### src/rtl/sevenseg_pkg.sv
// sevenseg_pkg: shared constants and helpers for the seven-segment scan driver
package sevenseg_pkg;
  localparam logic [3:0] BLANK_CODE = 4'hF;
  localparam int MAX_DIGITS = 8;
  typedef enum logic {PH_GUARD, PH_DRIVE} phase_e;
  function automatic logic [3:0] digit_nibble(input logic [4*MAX_DIGITS-1:0] vec, input logic [2:0] idx);
    return vec[{idx, 2'b00} +: 4];
  endfunction
  function automatic logic en_level(input logic asserted, input logic active_low);
    return asserted ^ active_low;
  endfunction
endpackage

### src/rtl/sevenseg_scan_timer.sv
// sevenseg_scan_timer: slot/digit counters, frame wrap and guard-phase flag
//   clk, rst      : clock, async active-high reset
//   o_digit_idx   : digit currently being scanned
//   o_wrap_frame  : last cycle of the last digit slot
//   o_guard       : slot is still in its all-off guard window
module sevenseg_scan_timer #(
  parameter int NUM_DIGITS  = 4,
  parameter int REFRESH_DIV = 50000,
  parameter int GUARD       = 500,
  parameter int SW          = 16,
  parameter int DW          = 2
) (
  input  logic          clk,
  input  logic          rst,
  output logic [DW-1:0] o_digit_idx,
  output logic          o_wrap_frame,
  output logic          o_guard
);
  logic [SW-1:0] r_slot_cnt;
  logic [DW-1:0] r_digit_idx;
  logic          w_slot_wrap;
  logic          w_last_digit;
  assign w_slot_wrap  = r_slot_cnt == SW'(REFRESH_DIV - 1);
  assign w_last_digit = r_digit_idx == DW'(NUM_DIGITS - 1);
  assign o_wrap_frame = w_slot_wrap && w_last_digit;
  assign o_guard      = (GUARD > 0) && (r_slot_cnt < SW'(GUARD));
  assign o_digit_idx  = r_digit_idx;
  always_ff @(posedge clk or posedge rst) begin
    if (rst) begin
      r_slot_cnt  <= '0;
      r_digit_idx <= '0;
    end else begin
      r_slot_cnt <= w_slot_wrap ? '0 : r_slot_cnt + SW'(1);
      if (w_slot_wrap) r_digit_idx <= w_last_digit ? '0 : r_digit_idx + DW'(1);
    end
  end
endmodule

### src/rtl/sevenseg_scan_driver.sv
// sevenseg_scan_driver: time-multiplexed digit scanner feeding sevenseg_data_driver
//   clk, rst       : clock, async active-high reset
//   i_value        : digit codes, nibble i = digit i (digit 0 rightmost)
//   i_load         : strobe capturing i_value for the next frame
//   i_blank_lz     : suppress leading zeros
//   o_digit_data   : code for the current digit (BLANK_CODE when off)
//   o_digit_en     : one-hot digit enables in asserted polarity
//   o_frame_start  : pulse on the first output cycle of digit 0
//   o_pending      : captured value waiting for the frame boundary
module sevenseg_scan_driver
  import sevenseg_pkg::*;
#(
  parameter int NUM_DIGITS    = 4,
  parameter int REFRESH_DIV   = 50000,
  parameter int GUARD         = 500,
  parameter int EN_ACTIVE_LOW = 1
) (
  input  logic                    clk,
  input  logic                    rst,
  input  logic [4*NUM_DIGITS-1:0] i_value,
  input  logic                    i_load,
  input  logic                    i_blank_lz,
  output logic [3:0]              o_digit_data,
  output logic [NUM_DIGITS-1:0]   o_digit_en,
  output logic                    o_frame_start,
  output logic                    o_pending
);
  localparam int SW = REFRESH_DIV > 1 ? $clog2(REFRESH_DIV) : 1;
  localparam int DW = $clog2(NUM_DIGITS);
  localparam int VW = 4 * NUM_DIGITS;
  localparam logic ACT_LOW = EN_ACTIVE_LOW != 0;
  localparam logic [NUM_DIGITS-1:0] EN_OFF = {NUM_DIGITS{ACT_LOW}};
  logic [DW-1:0]         w_digit_idx;
  logic                  w_wrap_frame;
  logic                  w_guard;
  phase_e                w_phase;
  logic [NUM_DIGITS:0]   w_zero_above;
  logic [NUM_DIGITS-1:0] w_onehot;
  logic [NUM_DIGITS-1:0] w_en_nxt;
  logic                  w_blank;
  logic [3:0]            w_data_nxt;
  logic [VW-1:0]         r_frame;
  logic [VW-1:0]         r_pend;
  logic                  r_pending;
  logic                  r_wrap_d;
  logic                  r_frame_start;
  logic [3:0]            r_digit_data;
  logic [NUM_DIGITS-1:0] r_digit_en;
  sevenseg_scan_timer #(
    .NUM_DIGITS (NUM_DIGITS),
    .REFRESH_DIV(REFRESH_DIV),
    .GUARD      (GUARD),
    .SW         (SW),
    .DW         (DW)
  ) u_timer (
    .clk         (clk),
    .rst         (rst),
    .o_digit_idx (w_digit_idx),
    .o_wrap_frame(w_wrap_frame),
    .o_guard     (w_guard)
  );
  assign w_phase = w_guard ? PH_GUARD : PH_DRIVE;
  // w_zero_above[i]: nibbles i..NUM_DIGITS-1 of the shown frame are all zero
  assign w_zero_above[NUM_DIGITS] = 1'b1;
  assign w_onehot = NUM_DIGITS'(1) << w_digit_idx;
  assign w_blank  = i_blank_lz && (w_digit_idx != '0) && w_zero_above[w_digit_idx];
  assign w_data_nxt = w_blank ? BLANK_CODE : digit_nibble(32'(r_frame), 3'(w_digit_idx));
  for (genvar g = 0; g < NUM_DIGITS; g++) begin : g_digit
    assign w_zero_above[g] = w_zero_above[g+1] && (r_frame[4*g +: 4] == 4'h0);
    assign w_en_nxt[g] = en_level(w_onehot[g] && (w_phase == PH_DRIVE) && !w_blank, ACT_LOW);
  end
  // frame_start lags wrap by two cycles so it lines up with the registered
  // outputs of slot 0 / digit 0 rather than with the counters
  always_ff @(posedge clk or posedge rst) begin
    if (rst) begin
      r_frame       <= '0;
      r_pend        <= '0;
      r_pending     <= 1'b0;
      r_wrap_d      <= 1'b0;
      r_frame_start <= 1'b0;
      r_digit_data  <= BLANK_CODE;
      r_digit_en    <= EN_OFF;
    end else begin
      r_wrap_d      <= w_wrap_frame;
      r_frame_start <= r_wrap_d;
      r_digit_data  <= w_data_nxt;
      r_digit_en    <= w_en_nxt;
      if (i_load) r_pend <= i_value;
      if (w_wrap_frame) r_frame <= i_load ? i_value : r_pending ? r_pend : r_frame;
      r_pending <= !w_wrap_frame && (i_load || r_pending);
    end
  end
  assign o_digit_data  = r_digit_data;
  assign o_digit_en    = r_digit_en;
  assign o_frame_start = r_frame_start;
  assign o_pending     = r_pending;
endmodule

### config.mk
export PLATFORM = sky130hd
export DESIGN_NAME = sevenseg_scan_driver
export DESIGN_NICKNAME = d
export VERILOG_FILES = /design/src/rtl/sevenseg_pkg.sv /design/src/rtl/sevenseg_scan_timer.sv /design/src/rtl/sevenseg_scan_driver.sv
export SDC_FILE = /design/constraint.sdc
export NUM_CORES = 1
export LEC_CHECK = 0
export ABC_AREA = 1
export CORE_MARGIN = 2
export CORE_UTILIZATION = 53
export CTS_BUF_LIST = sky130_fd_sc_hd__clkbuf_4 sky130_fd_sc_hd__clkbuf_8
export CTS_CLUSTER_DIAMETER = 150
export CTS_CLUSTER_SIZE = 8
export DETAILED_ROUTE_END_ITERATION = 8
export HOLD_SLACK_MARGIN = 0.15
export PLACE_DENSITY = 0.85
export SLEW_MARGIN = 20
export SYNTH_ARGS = -nofsm -noshare
export SYNTH_HDL_FRONTEND = slang
export SYNTH_SLANG_ARGS = --single-unit
### constraint.sdc
create_clock -name clk -period 2 [get_ports clk]
set_clock_uncertainty 0.1 [all_clocks]
set_input_delay 0.3 -clock clk [delete_from_list [all_inputs] [get_ports clk]]
set_output_delay 0.3 -clock clk [all_outputs]
set_load 0.03 [all_outputs]
* Word-level counts from Yosys, hierarchy flattened
Cells that the tools add are included.
Cells by class: bitwise logic cells 4, muxes and demuxes 8, multipliers 0, div/mod/pow operators 0, equal/unequal tests 2, reduce and logical (&&, ||, !) cells 25, magnitude comparators 2, add/sub/neg operators 2, shift-type cells 2
Operators by type and width (count):
- 2-to-1 mux 16 bit | 3
- indexed part select 32 x 5 -> 4 bit | 1
- adder 16 x 1 -> 16 bit (second input constant) | 1
- equality test 16 bit (second input constant) | 1
- zero test 4 bit | 4
- less-than comparator 16 x 9 -> 1 bit (second input constant) | 1
- logical AND 1 bit | 15
- less-than comparator 2 x 4 -> 1 bit (second input constant) | 1
- 2-to-1 mux 4 bit | 1
- NOT 1 bit | 4
- nonzero test 2 bit | 2
- << shifter 1 x 2 -> 4 bit (first input constant) | 1
- adder 2 x 1 -> 2 bit (second input constant) | 1
- binary-select mux 1 bit (select 2 bit) | 1
- equality test 2 bit (second input constant) | 1
- zero test 1 bit | 2
- 2-to-1 mux 1 bit | 2
- 2-to-1 mux 2 bit | 1
- AND reduction 2 bit | 1
- logical OR 1 bit | 1
Storage, ports and cells: logic and storage cells 54, memories 0, bits in latches 0, RAM bits 0, memory bits (read-only) 0, register bits 61

* Depth between registers and ports, before layout
Gate-level depths: netlist of the first run.
depth in word-level cells 10, mapped depth 9

* By module
A second synthesis of the first run with hierarchy kept.
Unflattened totals: cells, all modules 332, area total of the unflattened synthesis 2841.5 µm²
Modules (own cells, without submodules):
- sevenseg_scan_driver | instances 1, area an instance 1798.0 µm², sequential area each 1086.0 µm², cells each 192
- sevenseg_scan_timer | instances 1, area an instance 1043.5 µm², sequential area each 450.4 µm², cells each 140

* Worst setup path after synthesis of the first run
Ideal clock, no wire load.
path kind register to register, from register u_timer.r_digit_idx[0], in the netlist u_timer.o_digit_idx[0], to register r_digit_data[0], in the netlist o_digit_data[0], arrival time 1.501 ns, period minus slack after synthesis 1.665 ns, stages on the path, launching flop included 10, setup slack 0.335 ns, path buffers 2, library setup time 0.064 ns, path through dfrtp_1 -> buf_2 -> inv_1 -> buf_2 -> ha_1 -> nor2_1 -> nand3_1 -> nor3_1 -> nand3_1 -> nand2_1
On the way: word-level cells in the longest chain between the ends 4
RTL lines:
- from (decl) | RTL line sevenseg_scan_timer.sv:20 | logic [DW-1:0] r_digit_idx;
- from (signal assigned) | RTL line sevenseg_scan_timer.sv:34 | if (w_slot_wrap) r_digit_idx <= w_last_digit ? '0 : r_digit_idx + DW'(1);
- parallel branches: the longest is 3 deep, another holds indexed part select 32 x 5 -> 4 bit
- 2-to-1 mux 4 bit (*) | RTL line sevenseg_scan_driver.sv:67 | assign w_data_nxt = w_blank ? BLANK_CODE : digit_nibble(32'(r_frame), 3'(w_digit_idx));
- via w_data_nxt[0] | RTL line sevenseg_scan_driver.sv:41 | logic [3:0] w_data_nxt;
- to (signal assigned) | RTL line sevenseg_scan_driver.sv:86 | r_digit_data <= w_data_nxt;
- to (decl) | RTL line sevenseg_scan_driver.sv:47 | logic [3:0] r_digit_data;
Mark *: on every way through the listed nets, which the timed path passes. The select of a mux whose other input is x is not followed. A chain may end at the register's enable or synchronous reset.

* Final worst setup path of the first run
from register r_digit_data[1], in the netlist o_digit_data[1], to output port o_digit_data[1]
RTL lines:
- to (decl) | RTL line sevenseg_scan_driver.sv:23 | output logic [3:0] o_digit_data,
No word-level cell between the ends.

==> impl_results.md, run 1 <==
* XOR/XNOR Fraction of Synth Area at 0.01781
* Synthesis-stage register bit count at 61
* Worst-Skew Late Latency at between 300 and 400 ps
* Setup-failing EPs final at 0
* Final min period at 1912 ps
* Max Fclk at ~520 MHz
* Final nets at 422
* Mux share of post-synthesis cell area at 0
* Clk pin slew, worst setup/hold paths at roughly 70 ps
* Result of the run: complete, no violations
* Gate Count Post-Synth at 362
* Port bufs at 29
* Post-route setup TNS at 0 ps
* Initial Util at 0.5424
* CP arrival at approximately 1500 ps
* Adder-cell share of the synthesized area at 0.02120
* Root Driver: clkbuf_8
* ANT cells at 0
* Final Slew Violations at 0
* Max-slew headroom at 0.7113
* Max layer used: met4
* Final period util at 0.9562
* Post-synthesis sequential area ratio at 0.5208
* Crit. path cell count at 1
* Clk buf depth at 2
* PostCTS Resize Cnt at 0
* Post-DP HPWL at a little over 4000 um
* Remaining antenna violation count at 0
* Die height at 78.61 um
* Max-cap violation count at 0
* Syn_area_per_cell at about 8.2 um2
* Gr ovfl total at 0
* Mapped Area at ~0.0030 mm2
* Worst hold margin at approximately 240 ps
* DR vias/cell at between 5 and 6
* Syn nets at approximately 390
* Largest net degree at the start of global routing at between 60 and 70
* Via count of the first global-routing pass at between 2000 and 2500
* Share of the synthesized area in the top cell type at 0.4495
* H-Tree Depth at 3
* CTS tree: built
* Most common cell after layout, fill and taps aside: nand2_1
* CTS buffer count at 9
* Crit-path max cell delay at 650 ps
* Wirelength per Cell at ~12 um
* # rows at 27
* Total power draw at 2.699 mW
* WP buf/inv at 1
* Area of the die at 0.006180 mm2
* Yosys warnings at 0
* Largest family of logic cells by synthesized area: simple AND/OR/NAND/NOR gates
* Final-report hold violation count at 0
* Pre-antenna DRT Iters at 4
* GPL Wtd Cong at ~0.9
* RSZ-0062 raised after global routing: no
* Hold_buf cts at 0
* Lkg Pwr at 1.762 nW
* First-pass GRT wire length at just over 10000 um
* DRC viols at 0
* Hold crit path type: input pin to async pin
* Io pins at 30
* Commonest non-fill, non-tap cells in the layout: 129 x nand2_1, 53 x dfrtp_1, 40 x nor2_1
* WL met1 at around 2700 um
* Met3 wire length at 403 um
* Synth Area in Compound Gates at 0.05386
* Largest area contributor in the netlist: dfrtp_1
* Core area at 0.005439 mm2
* Final wirelength at slightly below 6000 um
* CTS sink cnt at 61
* DR vias at between 2000 and 2500
* CP max-delay cell: clkdlybuf4s50_1
* Setup repair bufs after CTS at 0
* FF-to-FF path depth at 8
* Kind of critical path: register to primary output
* Launch point of the worst path: o_digit_data[1]
* Slew @ Worst Pin at between 400 and 500 ps
* Crit Path Max Fanout at 1
* Initial antenna violation count at 0
* Area Overhead vs Synth at 21.16%
* Max VDD drop at about 500 uV
* GRT Total Usage at 0.2105
* WP data required at 1600 ps
* Top post-synthesis cells by area: dfrtp_1 45%, nand2_1 16%, dfstp_2 7.1%
* Startpoint types: register
* CP cell instances: clkdlybuf4s50_1
* Met2 WL post-DR at around 2600 um
* Critical Path Sink Type: primary output
* FF-to-FF Start: u_timer.r_slot_cnt[0]
* Post-Synth Simple-Gate Area at 0.3130
* Die Width at 78.61 um
* Top delay family on crit path: buffers and inverters
* Layout cell share with drive strength beyond 1 at 0.1144
* Starting DRC count in detailed routing at between 150 and 200
* Count of cell types in the netlist at 28
* PD cells at 755.0 mW/mm2
-- kinds of logic (layout without fill, tap and decap cells) --
group	Yosys count	in the layout
AND/OR/NAND/NOR	212	212
buffers and inverters	48	88
flip-flops	61	61
AO/OA/AOI/OAI	30	30
adder cells (fa/ha/maj)	5	5
XOR/XNOR	6	6
-- metrics by stage --
stage	worst slack [ps]	utilization	cells	area [um2]
after floorplan	100.2	-	362	2950
after CTS	67.37	0.6572	474	3575
after detailed placement	239.4	0.6124	458	3331
final	87.56	0.6572	474	3575
after global placement	300.7	0.6124	458	3331
after global routing	45.60	0.6572	474	3575
-- routing by layer --
| metal | vias to the layer above | track usage |
|---|---|---|
| met5 | - | 0 |
| met4 | 0 | 0.07895 |
| met3 | 13 | 0.06782 |
| met2 | 68 | 0.3103 |
| met1 | 1117 | 0.2909 |
| li1 | 1212 | - |
-- worst paths after layout --
kind | endpoint | slack, ps
setup / recovery | o_digit_data[1] | 90
hold / removal | r_pend[8] | 240
setup reg to reg | r_frame[0] | 320
min in group clk | o_frame_start | 250
max in group asynchronous | o_digit_data[1] | 1270
hold reg to reg | o_frame_start | 250
-- cells in the mapped netlist (all sizes together) --
master,number
a21oi,8
xor2,5
nand3,8
o211ai,1
nor2,48
o21ai,18
dfstp,8
a31oi,1
nand2,131
or2,1
xnor2,1
nand4,20
clkbuf,1
a21boi,2
buf,12
dfrtp,53
nor3,4
ha,5
inv,35
-- cell type report --
class	count	area, um2
clock buffers	13	178.9
clock inverters	3	65.06
fillers	428	1864
inverters	35	131.4
multi-input cells	253	1197
flip-flops and latches	61	1536
well taps	72	90.09
repair buffers	37	375.4
-- state kept, by name, summed over array words and instances (netlist names) --
signal               count
r_pend                  16
o_digit_en               4
r_frame                 16
u_timer.r_slot_cnt      16
r_wrap_d                 1
o_frame_start            1
o_pending                1
o_digit_data             4
u_timer.o_digit_idx      2
-- power by group --
part / internal, mW / switching, mW / leakage, nW
sequential: 1.26 / 0.00815 / 0.776
clock: 0.836 / 0.477 / 0.126
combinational: 0.0510 / 0.0644 / 0.861
Note: power is estimated with default switching activity, not from simulation.
==> inputs of run 2 (changes only) <==
--- a/config.mk
+++ b/config.mk
@@ -13,4 +13,5 @@
 export CTS_CLUSTER_SIZE = 8
 export DETAILED_ROUTE_END_ITERATION = 8
+export GPL_TIMING_DRIVEN = 0
 export HOLD_SLACK_MARGIN = 0.15
 export PLACE_DENSITY = 0.85
==> constraint.sdc (replaced) <==
create_clock -name clk -period 2 [get_ports clk]
set_clock_uncertainty 0.1 [all_clocks]
set_input_delay 0.3 -clock clk [delete_from_list [all_inputs] [get_ports clk]]
set_output_delay 0.3 -clock clk [all_outputs]
set_load 0.05 [all_outputs]
==> impl_results.md, run 2 (synthesis gave the netlist of run 1 again) <==
* Largest regs: r_frame x16, r_pend x16, u_timer.r_slot_cnt x16
* DP Worst Slack at 79.81 ps
* Max-slew headroom at 0.6642
* Lkg Pwr at 1.767 nW
* Clk pin slew, worst setup/hold paths at about 70 ps
* Final Slew Violations at 0
* Post-DP HPWL at 4199 um
* Placed cells at ~460
* Final-report hold violation count at 0
* Total power draw at approximately 2.5 mW
* Max Fclk at 528.3 MHz
* GPL Wtd Cong at a little over 0.9
* Setup repair bufs after CTS at 0
* Hold_buf cts at 0
* Crit-path max cell delay at approximately 810 ps
* Clk buf depth at 2
* # rows at 27
* CP max-delay cell: clkdlybuf4s50_1
* Area Overhead vs Synth at 20.44%
* Max VDD drop at about 480 uV
* CP arrival at around 1500 ps
* GRT Total Usage at 0.2118
* CTS sink cnt at 61
* FF-to-FF path depth at 9
* DR vias at between 2000 and 2500
* Final wirelength at 5783 um
* Setup-failing EPs final at 0
* Post-route setup TNS at 0 ps
* R2R setup slack at ~220 ps
* Via count of the first global-routing pass at 2252
* Layout cell share with drive strength beyond 1 at 0.1302
* Worst hold start: i_load
* DR vias/cell at around 5
* Initial antenna violation count at 0
* FF-to-FF Start: u_timer.o_digit_idx[0]
* Multi-input gate area at around 0.0012 mm2
* Hold crit path type: input pin to register
* DRC viols at 0
* Pre-antenna DRT Iters at 4
* Startpoint types: register
* Remaining antenna violation count at 0
* H-Tree Depth at 3
* Largest net degree at the start of global routing at slightly above 60
* Starting DRC count in detailed routing at between 150 and 200
* Gr ovfl total at 0
* Port bufs at 28
* CTS buffer count at 9
* DP Area at 0.003351 mm2
* ANT cells at 0
* Root Driver: clkbuf_8
* Worst-Skew Late Latency at around 330 ps
* Crit Path Max Fanout at 2
* Core area at between 0.005 and 0.006 mm2
* Fill count at about 460
* CTS tree: built
* Slew @ Worst Pin at roughly 500 ps
* Worst hold margin at approximately 180 ps
* Final period util at 0.9464
* PD cells at 699.6 mW/mm2
* Die Width at 78.61 um
* Final nets at between 400 and 500
* Hold endpoint: r_pend[7]
* Fin util at 0.6533
* RSZ-0062 raised after global routing: no
* Commonest non-fill, non-tap cells in the layout: 129 x nand2_1, 53 x dfrtp_1, 40 x nor2_1
* Post-route insts no fill at roughly 480
* Area of the die at around 0.0062 mm2
* Top delay family on crit path: buffers and inverters
* First-pass GRT wire length at roughly 10000 um
* Kind of critical path: register to primary output
* Initial Util at 0.5424
* Result of the run: complete, no violations
* Max-cap violation count at 0
* WP buf/inv at 1
* Final min period at around 1900 ps
* Wirelength per Cell at around 12 um
* Sequential cell area at 0.001536 mm2
* Setup ws final at roughly 110 ps
* Reg-to-Reg End: o_digit_en[3]
* Io pins at 30
* WP data required at approximately 1600 ps
* Final Cell Area at between 0.003 and 0.004 mm2
* Critical Path Sink Type: primary output
* Most common cell after layout, fill and taps aside: nand2_1
* Hold Path Cell Cnt at 3
* CP cell instances: clkdlybuf4s50_1
* Die height at between 70 and 80 um
==> run 2: cell types whose count changed in the layout (fill, tap and decap cells not counted), sizes merged <==
| cell | before | now |
|---|---|---|
| clkinvlp | 0 | 3 |
| clkdlybuf4s50 | 29 | 20 |
| clkinv | 1 | 2 |
| clkbuf | 13 | 11 |
| bufinv | 2 | 1 |
| buf | 8 | 13 |
| dlygate4sd2 | 0 | 8 |
==> run 2: final cells by class <==
class	count	area share
Inverter	35	0.03768
Tap cell	72	0.02535
Buffer	13	0.02465
Clock buffer	10	0.03873
Clock inverter	6	0.01761
Multi-Input combinational cell	253	0.3398
Sequential cell	61	0.4324
Timing Repair Buffer	29	0.08380
==> run 2: where the power goes <==
part | leakage, nW | internal (mW) | total [mW] | switching [mW]
sequential | 0.776 | 1.26 | 1.27 | 0.00824
combinational | 0.897 | 0.0516 | 0.116 | 0.0642
clock | 0.0943 | 0.604 | 1.10 | 0.495
total | 1.77 | 1.92 | 2.49 | 0.568
==> run 2: repair_timing <==
action,4_1_cts,5_1_grt
pin swaps,0,1
cloned,0,0
gates resized for setup,8,4
setup endpoints to repair,8,7
==> run 2: routing by layer <==
layer	vias up	GRT usage	wire [um]
met3	4	0.06092	302
met4	0	0.07193	48
li1	1217	-	-
met1	1092	0.2957	2730
met2	58	0.3179	2702
met5	-	0	0
==> run 2: worst max-delay path by stage <==
stage                                 from             to  depth (start not counted)
floorplan                              rst  o_frame_start                          1
global placement                       rst     r_frame[1]                          2
detailed placement  u_timer.o_digit_idx[0]  o_digit_en[3]                          9
CTS                 u_timer.o_digit_idx[0]  o_digit_en[3]                          9
global route        u_timer.o_digit_idx[0]  o_digit_en[3]                          9
finish                           o_pending      o_pending                          1
==> patch 1: new RTL, config.mk and constraints of run 2 <==
`GUARD` is set to 500 in 2 places; all go to 250.
--- a/src/rtl/sevenseg_scan_timer.sv
+++ b/src/rtl/sevenseg_scan_timer.sv
@@ -6,7 +6,7 @@
 module sevenseg_scan_timer #(
   parameter int NUM_DIGITS  = 4,
   parameter int REFRESH_DIV = 50000,
-  parameter int GUARD       = 500,
+  parameter int GUARD       = 250,
   parameter int SW          = 16,
   parameter int DW          = 2
 ) (
--- a/src/rtl/sevenseg_scan_driver.sv
+++ b/src/rtl/sevenseg_scan_driver.sv
@@ -12,7 +12,7 @@
 #(
   parameter int NUM_DIGITS    = 4,
   parameter int REFRESH_DIV   = 50000,
-  parameter int GUARD         = 500,
+  parameter int GUARD         = 250,
   parameter int EN_ACTIVE_LOW = 1
 ) (
   input  logic                    clk,
Function: no difference found for any inputs over 10 cycles, from zero or initial values and one cycle with rst high; that may be too few to reach the edited logic, so the function may still have changed.
==> patch 1 against run 2 <==
Design area increased by 0.63%; critical endpoint unchanged; sequential cell count unchanged; fmax barely moved; critical path depth unchanged; utilization increased by 0.41 points; area after synthesis is 0.51% higher; synthesized cell count shrank 2.2%; worst setup slack hardly changed; critical path type unchanged; total power up 9.8%; wire length increased by 3.2%; die area grew 0.48%; combinational power shrank 7%; clock power increased by 23%.
==> patch 1: results (changes against run 2) <==
- Slew of the pin with the lowest slew margin: 729 ps (+227 ps)
- TritonCTS Buffers: 9 (unchanged)
- Total iterations of the first detailed-routing run: 4 (unchanged)
- Number of resized instances in the post-cts repair step: 8 (unchanged)
- Top fanout value on the critical path: 2 (unchanged)
- Regs by FF count: r_frame (16), r_pend (16), u_timer.r_slot_cnt (16)
- Post-DP Area: 3340 sq um (-0.37%)
- Number of global-route vias before repair: 2202 (-2.2%)
- Largest net degree at the start of global routing: 62 (unchanged)
- Clock Pin Slew Worst Setup and Hold Paths: 80 ps
- CTS Root Buffer Type: clkbuf_8
- Commonest cells in the synthesized netlist: 121 x nand2_1, 53 x dfrtp_1, 47 x nor2_1, 27 x inv_1, 19 x nand4_1
- Number of inserted diodes: 0 (unchanged)
- Post-synthesis net count: 379 (-2.1%)
- Status: completed
- Class of the tightest hold or removal check: in2reg
- First-pass GRT wire length: 10200 um (+0.75%)
- Number of setup buffers added after CTS: 0 (unchanged)
- Number of antenna violations at the first check in global routing: 0 (unchanged)
- R2r worst-path depth: 7 (-2)
- Fill cell count: 437 (-5.6%)
- Final GP Congestion: 0.905 (-1.2%)
- Count of yosys warnings during synthesis: 0 (unchanged)
- Post-Place Setup Slack: 219 ps (+140 ps)
- DRC marker count from the first detailed-route iteration: 181 (-6.2%)
- Via/cell ratio: 5.12 (+3.5%)
- Top cell family by delay on the critical path: buffers and inverters
- Post-layout net count: 418 (-2.1%)
- Worst path max stage delay: 800 ps
- Synth top area cells: dfrtp_1 45%, nand2_1 15%, dfstp_2 7.1%
- Detailed Route WL: 5970 um (+3.2%)
- Worst VDD drop: 574 uV (+19%)
- Proportion of synthesized chip area in sequential cells: 51.8% (-0.26 points)
- Overall fraction of global-route tracks in use: 21.2% (+0.061 points)
- Number of buffers inserted by port buffering: 28 (unchanged)
- Clock latency on the worst-skew pair: 340 ps
- Number of nets still failing antenna checks after routing: 0 (unchanged)
- Total via count after detailed routing: 2407 (+1.5%)
- Ys async rst share: 100% (unchanged)
- Layout cells sized above 1: 11.1% (-2.0 points)
- DP HPWL: 4200 um (about the same)
- Cell count after placement: 454 (-1.9%)
- Slowest cell on crit path: clkdlybuf4s50_1
- Synth cell types: 33 (+18%)
- H-tree depth reported by CTS: 3 (unchanged)
- Maximum buffer depth of the clock tree: 2 (unchanged)
- Data required, critical path: 1600 ps (about the same)
- Number of cells produced by synthesis: 354 (-2.2%)
- Hold Path Stages: 3 (unchanged)
- Leak: 1.80 nW (+2.0%)
patch 1: changes by cell type after synthesis, sizes merged, moves of 2 or more:
cell | run 2 | this run
nor2 | 48 | 51
nand3 | 8 | 12
buf | 12 | 8
inv | 35 | 28
o21ai | 18 | 15
o22ai | 0 | 2
a21oi | 8 | 3
clkbuf | 1 | 3
nand2 | 131 | 124
xor2 | 5 | 9
patch 1: path summary, 6_finish.rpt:
check	slack, ps	startpoint	endpoint
hold reg to reg	250	r_wrap_d	o_frame_start
hold / removal	190	i_load	r_pend[10]
setup reg to reg	210	u_timer.o_digit_idx[0]	o_digit_en[1]
setup / recovery	110	o_pending	o_pending
max in group asynchronous	970	rst	r_frame[11]
min in group asynchronous	320	rst	r_frame[1]
patch 1: cell type report:
class | count | area, sq um | share of cell area (%)
tap | 72 | 90.1 | 2.52
multi-input combinational | 253 | 1220 | 34.1
timing repair buffer | 28 | 270 | 7.56
buffer | 11 | 98.8 | 2.76
clock inverter | 6 | 110 | 3.08
inverter | 29 | 111 | 3.11
clock buffer | 10 | 138 | 3.85
sequential | 61 | 1540 | 43.0
patch 1: where the power goes:
part	total [mW]	internal [mW]	switching, mW
clock network	1.35	0.859	0.490
registers	1.27	1.26	0.00858
logic	0.108	0.0458	0.0626
total	2.73	2.17	0.562
patch 1: per-layer routing:
metal	vias up	part of all wire, %	global-route usage, %
li1	1208	-	-
met3	13	5.1	5.45
met1	1113	46	29.1
met4	0	1.8	8.42
met5	-	0	0
met2	73	47	32.6
patch 1: logic make-up (layout without fill, tap and decap cells):
family | after synthesis | after routing | synth area share, %
compound gates | 26 | 26 | 4.94
xor+xnor | 9 | 9 | 2.66
fa+ha+maj | 5 | 5 | 2.11
buf+inv | 40 | 84 | 7.00
flops | 61 | 61 | 51.8
simple gates | 213 | 213 | 31.5
==> patch 2: new RTL, flow settings as in run 2 <==
Made on the original files. Register the inputs `i_value`, `i_load` and `i_blank_lz` before use. The logic sees them one clock later.
--- a/src/rtl/sevenseg_scan_driver.sv
+++ b/src/rtl/sevenseg_scan_driver.sv
@@ -30,6 +30,17 @@
   localparam int VW = 4 * NUM_DIGITS;
   localparam logic ACT_LOW = EN_ACTIVE_LOW != 0;
   localparam logic [NUM_DIGITS-1:0] EN_OFF = {NUM_DIGITS{ACT_LOW}};
+
+  logic [4*NUM_DIGITS-1:0] i_value_q;
+  logic i_load_q;
+  logic i_blank_lz_q;
+
+  always_ff @(posedge clk) begin
+    i_value_q    <= i_value;
+    i_load_q     <= i_load;
+    i_blank_lz_q <= i_blank_lz;
+  end
+
   logic [DW-1:0]         w_digit_idx;
   logic                  w_wrap_frame;
   logic                  w_guard;
@@ -63,7 +74,7 @@
   // w_zero_above[i]: nibbles i..NUM_DIGITS-1 of the shown frame are all zero
   assign w_zero_above[NUM_DIGITS] = 1'b1;
   assign w_onehot = NUM_DIGITS'(1) << w_digit_idx;
-  assign w_blank  = i_blank_lz && (w_digit_idx != '0) && w_zero_above[w_digit_idx];
+  assign w_blank  = i_blank_lz_q && (w_digit_idx != '0) && w_zero_above[w_digit_idx];
   assign w_data_nxt = w_blank ? BLANK_CODE : digit_nibble(32'(r_frame), 3'(w_digit_idx));
   for (genvar g = 0; g < NUM_DIGITS; g++) begin : g_digit
     assign w_zero_above[g] = w_zero_above[g+1] && (r_frame[4*g +: 4] == 4'h0);
@@ -85,9 +96,9 @@
       r_frame_start <= r_wrap_d;
       r_digit_data  <= w_data_nxt;
       r_digit_en    <= w_en_nxt;
-      if (i_load) r_pend <= i_value;
-      if (w_wrap_frame) r_frame <= i_load ? i_value : r_pending ? r_pend : r_frame;
-      r_pending <= !w_wrap_frame && (i_load || r_pending);
+      if (i_load_q) r_pend <= i_value_q;
+      if (w_wrap_frame) r_frame <= i_load_q ? i_value_q : r_pending ? r_pend : r_frame;
+      r_pending <= !w_wrap_frame && (i_load_q || r_pending);
     end
   end
   assign o_digit_data  = r_digit_data;
Formal check against the unedited RTL: not equivalent (a bounded check fails within 4 cycles, from zero or initial values and one cycle with rst high).
==> patch 2 against run 2 <==
Total power increased by 16%; design area increased by 8.9%; count of clock-buffer cells in the layout decreased by 1; area after synthesis increased by 12%; worst setup slack got worse by 20 ps; sequential cell count increased by 18; wire length increased by 9.8%; die area increased by 11%; combinational power decreased by 5%; largest cell class unchanged; highest routed layer unchanged.
==> patch 2: results (changes against run 2) <==
- Status: completed
- Overall fraction of global-route tracks in use: 20.4% (-0.77 points)
- Met3 WL: 316 um (+4.6%)
- Synth cell types: 29 (+3.6%)
- Internal cell power: 2.17 mW (+13%)
- Commonest cells in the synthesized netlist: 127 x nand2_1, 53 x dfrtp_1, 46 x nor2_1, 30 x inv_1, 18 x dfxtp_1
- Worst VDD drop: 588 uV (+22%)
- WHS Endpoint: o_frame_start
- Seq. pwr: 1.65 mW (+30%)
- Layout cells sized above 1: 11.4% (-1.6 points)
- Top fanout value on the critical path: 2 (unchanged)
- Ys async rst share: 77.2% (-23 points)
- Non-filler instance count after layout: 497 (+3.8%)
- Number of buffers inserted by port buffering: 29 (+3.6%)
- Hold_sp: r_wrap_d
- Logic pwr share: 3.8% (-0.9 points)
- XOR/XNOR share of the synthesized area: 1.85% (+0.073 points)
- Clock latency on the worst-skew pair: 360 ps (+30 ps)
- Met1 wire length: 2780 um (+1.7%)
- Synth top area cells: dfrtp_1 40%, nand2_1 14%, dfxtp_1 11%
- TritonCTS Buffers: 9 (unchanged)
- Syn Area/Cell: 8.77 sq um (+7.6%)
- Largest family of logic cells by synthesized area: simple AND/OR/NAND/NOR gates
- Synth Area in Compound Gates: 4.54% (-0.85 points)
- Maximum achievable frequency: 523 MHz (-1.1%)
- Clock Pin Slew Worst Setup and Hold Paths: 90 ps (+20 ps)
- Via/cell ratio: 5.11 (+3.3%)
- DP HPWL: 4380 um (+4.3%)
- Final GP Congestion: 0.959 (+4.7%)
- Class of the tightest hold or removal check: reg2reg
- Startpoint of the worst setup timing path: o_pending
- Met2 layer wire length in the routed design: 3110 um (+15%)
- Cell count after placement: 481 (+3.9%)
- Post-Place Setup Slack: 274 ps (+194 ps)
- R2r worst-path depth: 8 (-1)
- Post-synthesis net count: 402 (+3.9%)
- Met2 Usage GRT: 33.3% (+1.5 points)
- Number of inserted diodes: 0 (unchanged)
- Detailed Route WL: 6350 um (+9.8%)
- Proportion of synthesized chip area in sequential cells: 57.4% (+5.3 points)
- Leak: 1.92 nW (+8.9%)
- First-pass GRT wire length: 11400 um (+13%)
- Met1 Resource Use GR: 26.5% (-3.1 points)
- CTS Root Buffer Type: clkbuf_8
- Number of global-route vias before repair: 2564 (+14%)
- Slew HR: 52.0% (-14 points)
- Arrival time of the worst setup path: 1510 ps (+20 ps)
- Met3 Use GR: 4.57% (-1.5 points)
- DRC marker count from the first detailed-route iteration: 159 (-18%)
- Adder-Cell Fraction of Synth Area: 1.89% (-0.23 points)
- Total iterations of the first detailed-routing run: 5 (+1)
- Post-layout net count: 442 (+3.5%)
- Hold Path Stages: 0 (-3)
- Slowest cell on crit path: clkdlybuf4s50_1
[patch 2: cell types whose count changed after synthesis, sizes merged, moves of 2 or more]
cell | before | now
dfxtp | 0 | 18
nor2 | 48 | 52
buf | 12 | 9
clkbuf | 1 | 4
inv | 35 | 33
nand2 | 131 | 129
nand3 | 8 | 10
nand4 | 20 | 18
nor3 | 4 | 2
o21ai | 18 | 16
[patch 2: per-stage QoR]
stage	cell area (sq um)	power [mW]	hold WS [ps]	util [%]
floorplan	3310	1.74	228	-
global placement	3690	1.79	233	61.6
detailed placement	3690	1.80	235	61.7
CTS	3870	2.91	253	64.6
finish	3870	2.88	251	64.6
global route	3870	3.02	255	64.6
[patch 2: final cells by class]
cell class              count  area (sq um)
inverters                  33           126
multi-input cells         252          1190
repair buffers             29           280
clock buffers               9           124
flip-flops and latches     79          1900
clock inverters             7          62.6
plain buffers              13          95.1
well taps                  75          93.8
fillers                   473          2120
